[src/rtl/ntt_pkg.sv]
// ntt_pkg: shared types, sizes and butterfly address/twiddle generation
// for the NTT sequencer.
package ntt_pkg;
    localparam int LOGN = 8;
    localparam int N = 1 << LOGN;
    localparam int KYBER_LAYERS = 7;
    localparam int DIL_LAYERS = 8;

    typedef enum logic [1:0] {IDLE, RUN, FLUSH, DONE} state_t;
    typedef logic [LOGN-1:0] coef_addr_t;
    typedef logic [LOGN-1:0] tw_idx_t;
    typedef logic [LOGN-2:0] bfly_cnt_t;
    typedef logic [2:0] layer_t;

    typedef struct packed {
        coef_addr_t a;
        coef_addr_t b;
        tw_idx_t idx;
    } bfly_t;

    typedef struct packed {
        logic v;
        coef_addr_t a;
        coef_addr_t b;
    } wr_ent_t;

    // Inverse runs len upward; Kyber skips the len=1 layer in both directions.
    function automatic bfly_t bfly_addr(layer_t l, bfly_cnt_t bc, logic inv, logic kyber);
        layer_t s;
        coef_addr_t len, bc8, g, grp;
        bfly_t r;
        s = inv ? l + {2'b0, kyber} : 3'd7 - l;
        len = coef_addr_t'(1) << s;
        bc8 = {1'b0, bc};
        g = bc8 >> s;
        grp = coef_addr_t'(N / 2) >> s;
        r.a = ((g << s) << 1) | (bc8 & (len - 1'b1));
        r.b = r.a + len;
        r.idx = inv ? (grp << 1) - 8'd1 - g : grp + g;
        return r;
    endfunction
endpackage

[src/rtl/ntt_ctrl_if.sv]
// ntt_ctrl_if: control, butterfly-issue and write-back signals of the NTT sequencer.
interface ntt_ctrl_if;
    import ntt_pkg::*;
    logic start_i, sel_red_i, sel_butterfly_i, stall_i;
    logic busy_o, done_o, rd_en_o, sel_red_o, sel_butterfly_o, wr_en_o;
    coef_addr_t rd_addr_a_o, rd_addr_b_o, wr_addr_a_o, wr_addr_b_o;
    tw_idx_t twiddle_idx_o;

    modport master (
        input start_i, sel_red_i, sel_butterfly_i, stall_i,
        output busy_o, done_o, rd_en_o, rd_addr_a_o, rd_addr_b_o, twiddle_idx_o,
        output sel_red_o, sel_butterfly_o, wr_en_o, wr_addr_a_o, wr_addr_b_o
    );

    modport slave (
        output start_i, sel_red_i, sel_butterfly_i, stall_i,
        input busy_o, done_o, rd_en_o, rd_addr_a_o, rd_addr_b_o, twiddle_idx_o,
        input sel_red_o, sel_butterfly_o, wr_en_o, wr_addr_a_o, wr_addr_b_o
    );
endinterface

[src/rtl/ntt_addr_delay.sv]
// ntt_addr_delay: LATENCY-deep shift register carrying issue valid and operand
// addresses to the write-back port; holds while shift is low.
module ntt_addr_delay
    import ntt_pkg::*;
#(
    parameter int LATENCY = 3
) (
    input logic clk_i,
    input logic rst_ni,
    input logic shift,
    input wr_ent_t d,
    output wr_ent_t q
);
    wr_ent_t pipe [LATENCY];

    always_ff @(posedge clk_i or negedge rst_ni) begin
        if (!rst_ni) begin
            for (int i = 0; i < LATENCY; i++) pipe[i] <= '0;
        end else if (shift) begin
            pipe[0] <= d;
            for (int i = 1; i < LATENCY; i++) pipe[i] <= pipe[i-1];
        end
    end

    assign q = pipe[LATENCY-1];
endmodule

[src/rtl/ntt_ctrl.sv]
// ntt_ctrl: walks every layer of an in-place forward/inverse NTT (Kyber or Dilithium),
// issuing one butterfly per cycle and replaying its addresses LATENCY cycles later.
module ntt_ctrl
    import ntt_pkg::*;
#(
    parameter int LATENCY = 3
) (
    input logic clk_i,
    input logic rst_ni,
    ntt_ctrl_if.master bus
);
    localparam logic [7:0] FLUSH_LAST = 8'(LATENCY - 1);

    state_t state, state_n;
    layer_t l, l_n, last;
    bfly_cnt_t bc, bc_n;
    logic [7:0] fc, fc_n;
    logic kyber, kyber_n, inv, inv_n, rd_en;
    bfly_t cur, nxt;
    wr_ent_t rd_ent, wr_ent;

    assign last = kyber ? layer_t'(KYBER_LAYERS - 1) : layer_t'(DIL_LAYERS - 1);

    // Registers describe the butterfly shown this cycle, so addresses come from next-state counters.
    always_comb begin
        state_n = state;
        l_n = l;
        bc_n = bc;
        fc_n = fc;
        kyber_n = kyber;
        inv_n = inv;
        if (!bus.stall_i) begin
            unique case (state)
                IDLE: if (bus.start_i) begin
                    state_n = RUN;
                    l_n = '0;
                    bc_n = '0;
                    kyber_n = bus.sel_red_i;
                    inv_n = bus.sel_butterfly_i;
                end
                RUN: if (&bc) begin
                    state_n = FLUSH;
                    fc_n = '0;
                end else bc_n = bc + 1'b1;
                FLUSH: if (fc == FLUSH_LAST) begin
                    state_n = (l == last) ? DONE : RUN;
                    l_n = (l == last) ? l : l + 1'b1;
                    bc_n = '0;
                end else fc_n = fc + 1'b1;
                DONE: state_n = IDLE;
                default: state_n = IDLE;
            endcase
        end
    end

    assign nxt = bfly_addr(l_n, bc_n, inv_n, kyber_n);

    always_ff @(posedge clk_i or negedge rst_ni) begin
        if (!rst_ni) begin
            state <= IDLE;
            l <= '0;
            bc <= '0;
            fc <= '0;
            kyber <= 1'b0;
            inv <= 1'b0;
            cur <= '0;
        end else begin
            state <= state_n;
            l <= l_n;
            bc <= bc_n;
            fc <= fc_n;
            kyber <= kyber_n;
            inv <= inv_n;
            cur <= nxt;
        end
    end

    assign rd_en = state == RUN && !bus.stall_i;
    assign rd_ent = '{v: rd_en, a: cur.a, b: cur.b};

    ntt_addr_delay #(.LATENCY(LATENCY)) u_delay (
        .clk_i(clk_i),
        .rst_ni(rst_ni),
        .shift(!bus.stall_i),
        .d(rd_ent),
        .q(wr_ent)
    );

    assign bus.busy_o = state != IDLE;
    assign bus.done_o = state == DONE && !bus.stall_i;
    assign bus.rd_en_o = rd_en;
    assign bus.rd_addr_a_o = cur.a;
    assign bus.rd_addr_b_o = cur.b;
    assign bus.twiddle_idx_o = cur.idx;
    assign bus.sel_red_o = kyber;
    assign bus.sel_butterfly_o = inv;
    assign bus.wr_en_o = wr_ent.v && !bus.stall_i;
    assign bus.wr_addr_a_o = wr_ent.a;
    assign bus.wr_addr_b_o = wr_ent.b;
endmodule
[src/flat_wrapper.sv]
// flat-port wrapper written by rule: the top's interface ports become plain ports
module ntt_ctrl_flat import ntt_pkg::*;
#(
    parameter int LATENCY = 3
)
  (clk_i, rst_ni, bus_start_i, bus_sel_red_i, bus_sel_butterfly_i, bus_stall_i, bus_busy_o, bus_done_o, bus_rd_en_o, bus_rd_addr_a_o, bus_rd_addr_b_o, bus_twiddle_idx_o, bus_sel_red_o, bus_sel_butterfly_o, bus_wr_en_o, bus_wr_addr_a_o, bus_wr_addr_b_o);
  ntt_ctrl_if bus_i ();
  input logic clk_i;
  input logic rst_ni;
  input wire logic [$bits(bus_i.start_i)-1:0] bus_start_i;
  input wire logic [$bits(bus_i.sel_red_i)-1:0] bus_sel_red_i;
  input wire logic [$bits(bus_i.sel_butterfly_i)-1:0] bus_sel_butterfly_i;
  input wire logic [$bits(bus_i.stall_i)-1:0] bus_stall_i;
  output wire logic [$bits(bus_i.busy_o)-1:0] bus_busy_o;
  output wire logic [$bits(bus_i.done_o)-1:0] bus_done_o;
  output wire logic [$bits(bus_i.rd_en_o)-1:0] bus_rd_en_o;
  output wire logic [$bits(bus_i.rd_addr_a_o)-1:0] bus_rd_addr_a_o;
  output wire logic [$bits(bus_i.rd_addr_b_o)-1:0] bus_rd_addr_b_o;
  output wire logic [$bits(bus_i.twiddle_idx_o)-1:0] bus_twiddle_idx_o;
  output wire logic [$bits(bus_i.sel_red_o)-1:0] bus_sel_red_o;
  output wire logic [$bits(bus_i.sel_butterfly_o)-1:0] bus_sel_butterfly_o;
  output wire logic [$bits(bus_i.wr_en_o)-1:0] bus_wr_en_o;
  output wire logic [$bits(bus_i.wr_addr_a_o)-1:0] bus_wr_addr_a_o;
  output wire logic [$bits(bus_i.wr_addr_b_o)-1:0] bus_wr_addr_b_o;
  assign bus_i.start_i = bus_start_i;
  assign bus_i.sel_red_i = bus_sel_red_i;
  assign bus_i.sel_butterfly_i = bus_sel_butterfly_i;
  assign bus_i.stall_i = bus_stall_i;
  assign bus_busy_o = bus_i.busy_o;
  assign bus_done_o = bus_i.done_o;
  assign bus_rd_en_o = bus_i.rd_en_o;
  assign bus_rd_addr_a_o = bus_i.rd_addr_a_o;
  assign bus_rd_addr_b_o = bus_i.rd_addr_b_o;
  assign bus_twiddle_idx_o = bus_i.twiddle_idx_o;
  assign bus_sel_red_o = bus_i.sel_red_o;
  assign bus_sel_butterfly_o = bus_i.sel_butterfly_o;
  assign bus_wr_en_o = bus_i.wr_en_o;
  assign bus_wr_addr_a_o = bus_i.wr_addr_a_o;
  assign bus_wr_addr_b_o = bus_i.wr_addr_b_o;
  ntt_ctrl #(.LATENCY(LATENCY)) u_core (.clk_i(clk_i), .rst_ni(rst_ni), .bus(bus_i));
endmodule
[config.mk]
export PLATFORM = sky130hd
export DESIGN_NAME = ntt_ctrl_flat
export DESIGN_NICKNAME = d
export VERILOG_FILES = /design/src/rtl/ntt_pkg.sv /design/src/rtl/ntt_ctrl_if.sv /design/src/rtl/ntt_addr_delay.sv /design/src/rtl/ntt_ctrl.sv /design/src/flat_wrapper.sv
export SDC_FILE = /design/constraint.sdc
export NUM_CORES = 1
export LEC_CHECK = 0
export CAP_MARGIN = 40
export CORE_ASPECT_RATIO = 1.1
export CORE_MARGIN = 2
export CORE_UTILIZATION = 30
export DETAILED_ROUTE_END_ITERATION = 16
export PLACE_DENSITY_LB_ADDON = 0.2
export SYNTH_ARGS = -nofsm -noshare
export SYNTH_HDL_FRONTEND = slang
export SYNTH_SLANG_ARGS = --single-unit
[constraint.sdc]
create_clock -name clk_i -period 7.8 [get_ports clk_i]
set_input_delay 2.34 -clock clk_i [delete_from_list [all_inputs] [get_ports clk_i]]
set_output_delay 2.34 -clock clk_i [all_outputs]
set_load 0.01 [all_outputs]
==> results of run 1 <==
power breakdown:
group	internal [mW]	leakage, nW	switching, mW
registers	0.672	1.23	0.0924
logic	0.478	1.34	0.528
clock network	0.258	0.146	0.194
total	1.41	2.72	0.814
routing by layer:
layer,part of all wire [%],wire length [um]
met1,45,5150
met2,49,5540
met3,4.3,491
met4,1.5,170
met5,0,0
metrics by stage:
step	setup WS [ns]	instances	instance area (sq um)	hold slack, ns	util [%]
2_1_floorplan	1.44	483	5280	0.446	-
4_1_cts	1.04	754	6220	0.482	36.3
6_report	1.02	754	6220	0.478	36.3
5_1_grt	0.697	754	6220	0.506	36.3
3_3_place_gp	0.740	738	5890	0.461	34.4
3_5_place_dp	0.681	739	5920	0.463	34.5
sequential cells by signal, summed over array words and instances, names as in the netlist:
signal                      flops
u_core.u_delay.pipe            34
u_core.u_delay.q               17
u_core.bus.rd_addr_a_o          8
u_core.bus.rd_addr_b_o          8
u_core.bus.twiddle_idx_o        8
u_core.fc                       8
u_core.bc                       7
u_core.l                        3
u_core.state                    2
u_core.bus.sel_butterfly_o      1
u_core.bus.sel_red_o            1
synthesized netlist by cell type (4+ instances only):
library cell	number	area [sq um]
buf_1	5	18.8
buf_4	19	143
a211oi_1	4	30.0
ha_1	22	275
o21ai_0	14	70.1
clkbuf_1	6	22.5
nand4_1	5	31.3
and3_1	6	37.5
dfrtp_1	97	2430
inv_1	19	71.3
nor2b_1	6	37.5
nand3_1	14	70.1
a21o_1	4	30.0
a21oi_1	29	145
xnor2_1	12	105
mux2i_1	4	40.0
nand2b_1	5	31.3
xor2_1	12	105
nand2_1	31	116
mux2_2	52	586
nor3_1	5	25.0
nor2_1	40	150
final cells by class:
cell class | count | share of cell area, %
multi-input cells | 331 | 41.2
flip-flops and latches | 97 | 39.0
repair buffers | 55 | 8.89
well taps | 234 | 4.71
clock buffers | 10 | 3.84
inverters | 22 | 1.35
clock inverters | 5 | 1.03
kinds of logic (layout without fill, tap and decap cells):
family,Yosys count,after routing,synth area share [%]
AND/OR/NAND/NOR,129,129,12.6
flip-flops,97,97,45.9
AO/OA/AOI/OAI,94,94,13.1
multiplexers,58,58,12.4
buffers and inverters,55,92,5.59
adder cells (fa/ha/maj),25,25,6.35
XOR/XNOR,24,24,3.98
other,1,1,0.0710
worst register-to-register path, cell delays in order (launching register included):
cell,delay (ns)
dfrtp_1,0.41
inv_1,0.10
ha_1,0.18
nor3b_1,0.48
o2111ai_1,0.24
a21oi_2,0.32
nor2_1,0.12
ha_1,0.20
ha_1,0.17
nand2b_1,0.14
and3_1,0.23
nor2_1,0.39
buf_4,0.27
nand2_1,0.10
nor2_1,0.23
a22o_2,0.23
inv_1,0.05
ha_1,0.28
a21oi_1,0.22
nor2_1,0.06
a2bb2oi_1,0.21
nand2_1,0.09
xnor2_1,0.13
mux2_2,0.26
path summary, 6_finish.rpt:
kind,from,end,slack (ns),depth (start not counted)
max reg2reg,u_core.fc[0]$_DFFE_PN0P_,u_core.bus.twiddle_idx_o[4]$_DFF_PN0_,2.59,23
min in group asynchronous,rst_ni,u_core.bus.rd_addr_b_o[7]$_DFF_PN0_,1.87,1
max,bus_start_i,u_core.bus.twiddle_idx_o[4]$_DFF_PN0_,1.02,22
max in group asynchronous,rst_ni,u_core.l[0]$_DFF_PN0_,4.92,3
min,u_core.u_delay.pipe[50]$_DFFE_PN0N_,u_core.u_delay.pipe[50]$_DFFE_PN0N_,0.48,2
min reg2reg,u_core.u_delay.pipe[50]$_DFFE_PN0N_,u_core.u_delay.pipe[50]$_DFFE_PN0N_,0.48,2
layout by cell type (no fill, tap or decap), types with 2 or more instances in the layout:
| cell type | count |
|---|---|
| a211oi_1 | 4 |
| a21o_1 | 4 |
| a21oi_1 | 29 |
| a2bb2oi_1 | 2 |
| a311oi_1 | 2 |
| a31o_2 | 2 |
| a31oi_1 | 3 |
| and3_1 | 6 |
| buf_4 | 4 |
| clkbuf_16 | 9 |
| clkdlybuf4s50_1 | 49 |
| dfrtp_1 | 97 |
| fa_1 | 3 |
| ha_1 | 22 |
| inv_1 | 19 |
| inv_2 | 2 |
| inv_6 | 2 |
| mux2_2 | 52 |
| mux2i_1 | 4 |
| nand2_1 | 31 |
| nand2b_1 | 5 |
| nand3_1 | 14 |
| nand4_1 | 5 |
| nor2_1 | 40 |
| nor2b_1 | 6 |
| nor3_1 | 5 |
| o2111ai_1 | 3 |
| o211a_1 | 2 |
| o21a_1 | 3 |
| o21ai_0 | 14 |
| o21ai_1 | 2 |
| o21ai_2 | 2 |
| o21bai_1 | 2 |
| xnor2_1 | 12 |
| xor2_1 | 12 |
==> reports/metrics.csv, run 1 <==
stage,metric,value,unit
worst_setup_path,Crit path required time,8.03,ns
worst_setup_path,Crit Path Max Fanout,11,
timing,Pins Over Slew Limit,0,
clock_network,cts bufs inserted,9,
clock_network,CTS tree,yes,
yosys,Ys Warns,0,
clock_network,CTS root buffer,clkbuf_16,
worst_setup_path,Crit path largest cell delay,0.50,ns
global_routing,met2 global-route usage,21.2,%
final_layout,area delta synth->final,17.7,%
global_routing,total congestion overflow,0,
timing,Tcrit/Tclk final,86.9,%
worst_setup_path,Setup CP Type,in2reg,
yosys,post-synthesis sequential area ratio,45.9,%
placement,Final GP Congestion,0.858,
routing,Antenna Nets Post-Route,0,
yosys,Netlist cell types,77,
clock_network,H-tree levels,3,
power,Static Leak,2.72,nW
global_routing,initial antenna violation count,0,
die,die area,18700,sq um
routing,Residual DRC,0,
die,core area,17100,sq um
flow_run,Max-Cap Viols,0,
timing,Layout Skew,0.00696,ns
timing,worst rel slew slack,44.1,%
placement,I/O Buffers,51,
die,initial core utilization,30.8,%
die,Die W,131,um
global_routing,grt met1 use,16.7,%
routing,initial DRC count,203,
yosys,Post-Syn Instances,483,
routing,Wirelength per Cell,15.1,um
clock_network,Post-CTS Setup Bufs,0,
worst_setup_path,CP top delay family,simple AND/OR/NAND/NOR gates,
timing,Fin. Hold Viols,0,
timing,RSZ-0062 raised after global routing,false,
yosys,Post-Syn Area per Cell,10.9,sq um
placement,DP HPWL,8520,um
worst_setup_path,"slowest stage cell, crit path",clkdlybuf4s50_1,
clock_network,hold_buf cts,0,
global_routing,number of global-route vias before repair,3736,
timing,Final min period,6.78,ns
worst_setup_path,critical path arrival,7.01,ns
die,DIE HEIGHT,143,um
routing,via count,3607,
global_routing,global-route wire length before repair,19000,um
yosys,Seq cells post-synth,97,
final_layout,Fill cells,1764,
worst_setup_path,cell mode on critical path,nor2_1,
power,total power,2.22,mW
global_routing,met3 Use GR,2.92,%
yosys,"Primary FF master, synth",dfrtp_1,
worst_setup_path,Worst setup EP type,flop,
worst_setup_path,"critical path, cell by cell",clkdlybuf4s50_1 > nor2_1 > or3_2 > a21oi_2 > nor2_1 > ha_1 > ha_1 > nand2b_1 > and3_1 > nor2_1 > buf_4 > nand2_1 > nor2_1 > a22o_2 > inv_1 > ha_1 > a21oi_1 > nor2_1 > a2bb2oi_1 > nand2_1 > xnor2_1 > mux2_2,
worst_setup_path,Buf/Inv on CP,3,
timing,Setup-failing EPs final,0,
die,I/O pins,52,
hold_path,Worst Hold Class,reg2reg,
die,row count,50,
yosys,number of synthesized flops with an enable pin,0,
yosys,Post-synth ARST share,100,%
final_layout,area taken by multi-input logic gates,2560,sq um
routing,Via density,4.78,
timing,maximum clock frequency,0.147,GHz
routing,DR pass1 iterations,5,
clock_network,CTS Sinks,97,
timing,Setup TNS Final,0,ns
worst_setup_path,startpoint types,input port,
final_layout,antenna diode count,0,
clock_network,Worst-path clk slew,0.07,ns
final_layout,# nets final,547,
global_routing,largest net degree at the start of global routing,60,
global_routing,total global-route track usage,13.2,%
timing,Slew @ Worst Pin,0.832,ns
global_routing,busiest grt layer,met2,
yosys,post-synthesis instance area,5280,sq um
power,maximum VDD drop,119,uV
final_layout,fraction of layout cells with a size suffix above 1,19.8,%
power,PD cells,357,nW/um^2
final_layout,FF/Latch Area,2430,sq um
routing,final wirelength,11400,um
clock_network,CTS Buffer Depth,2,
status,status,finished clean,
clock_network,post_cts resized,0,
clock_network,Skew-Pair Late Insertion Delay,0.35,ns
yosys,Post-Syn Nets,514,
Note: power is estimated with default switching activity, not from simulation.
==> run 2, diff against run 1 <==
--- a/config.mk
+++ b/config.mk
@@ -14,3 +14,4 @@
 export SYNTH_ARGS = -nofsm -noshare
 export SYNTH_HDL_FRONTEND = slang
 export SYNTH_SLANG_ARGS = --single-unit
+export TNS_END_PERCENT = 10
==> results of run 2 <==
No change in the layout: final DEF, timing and power equal those of run 1.
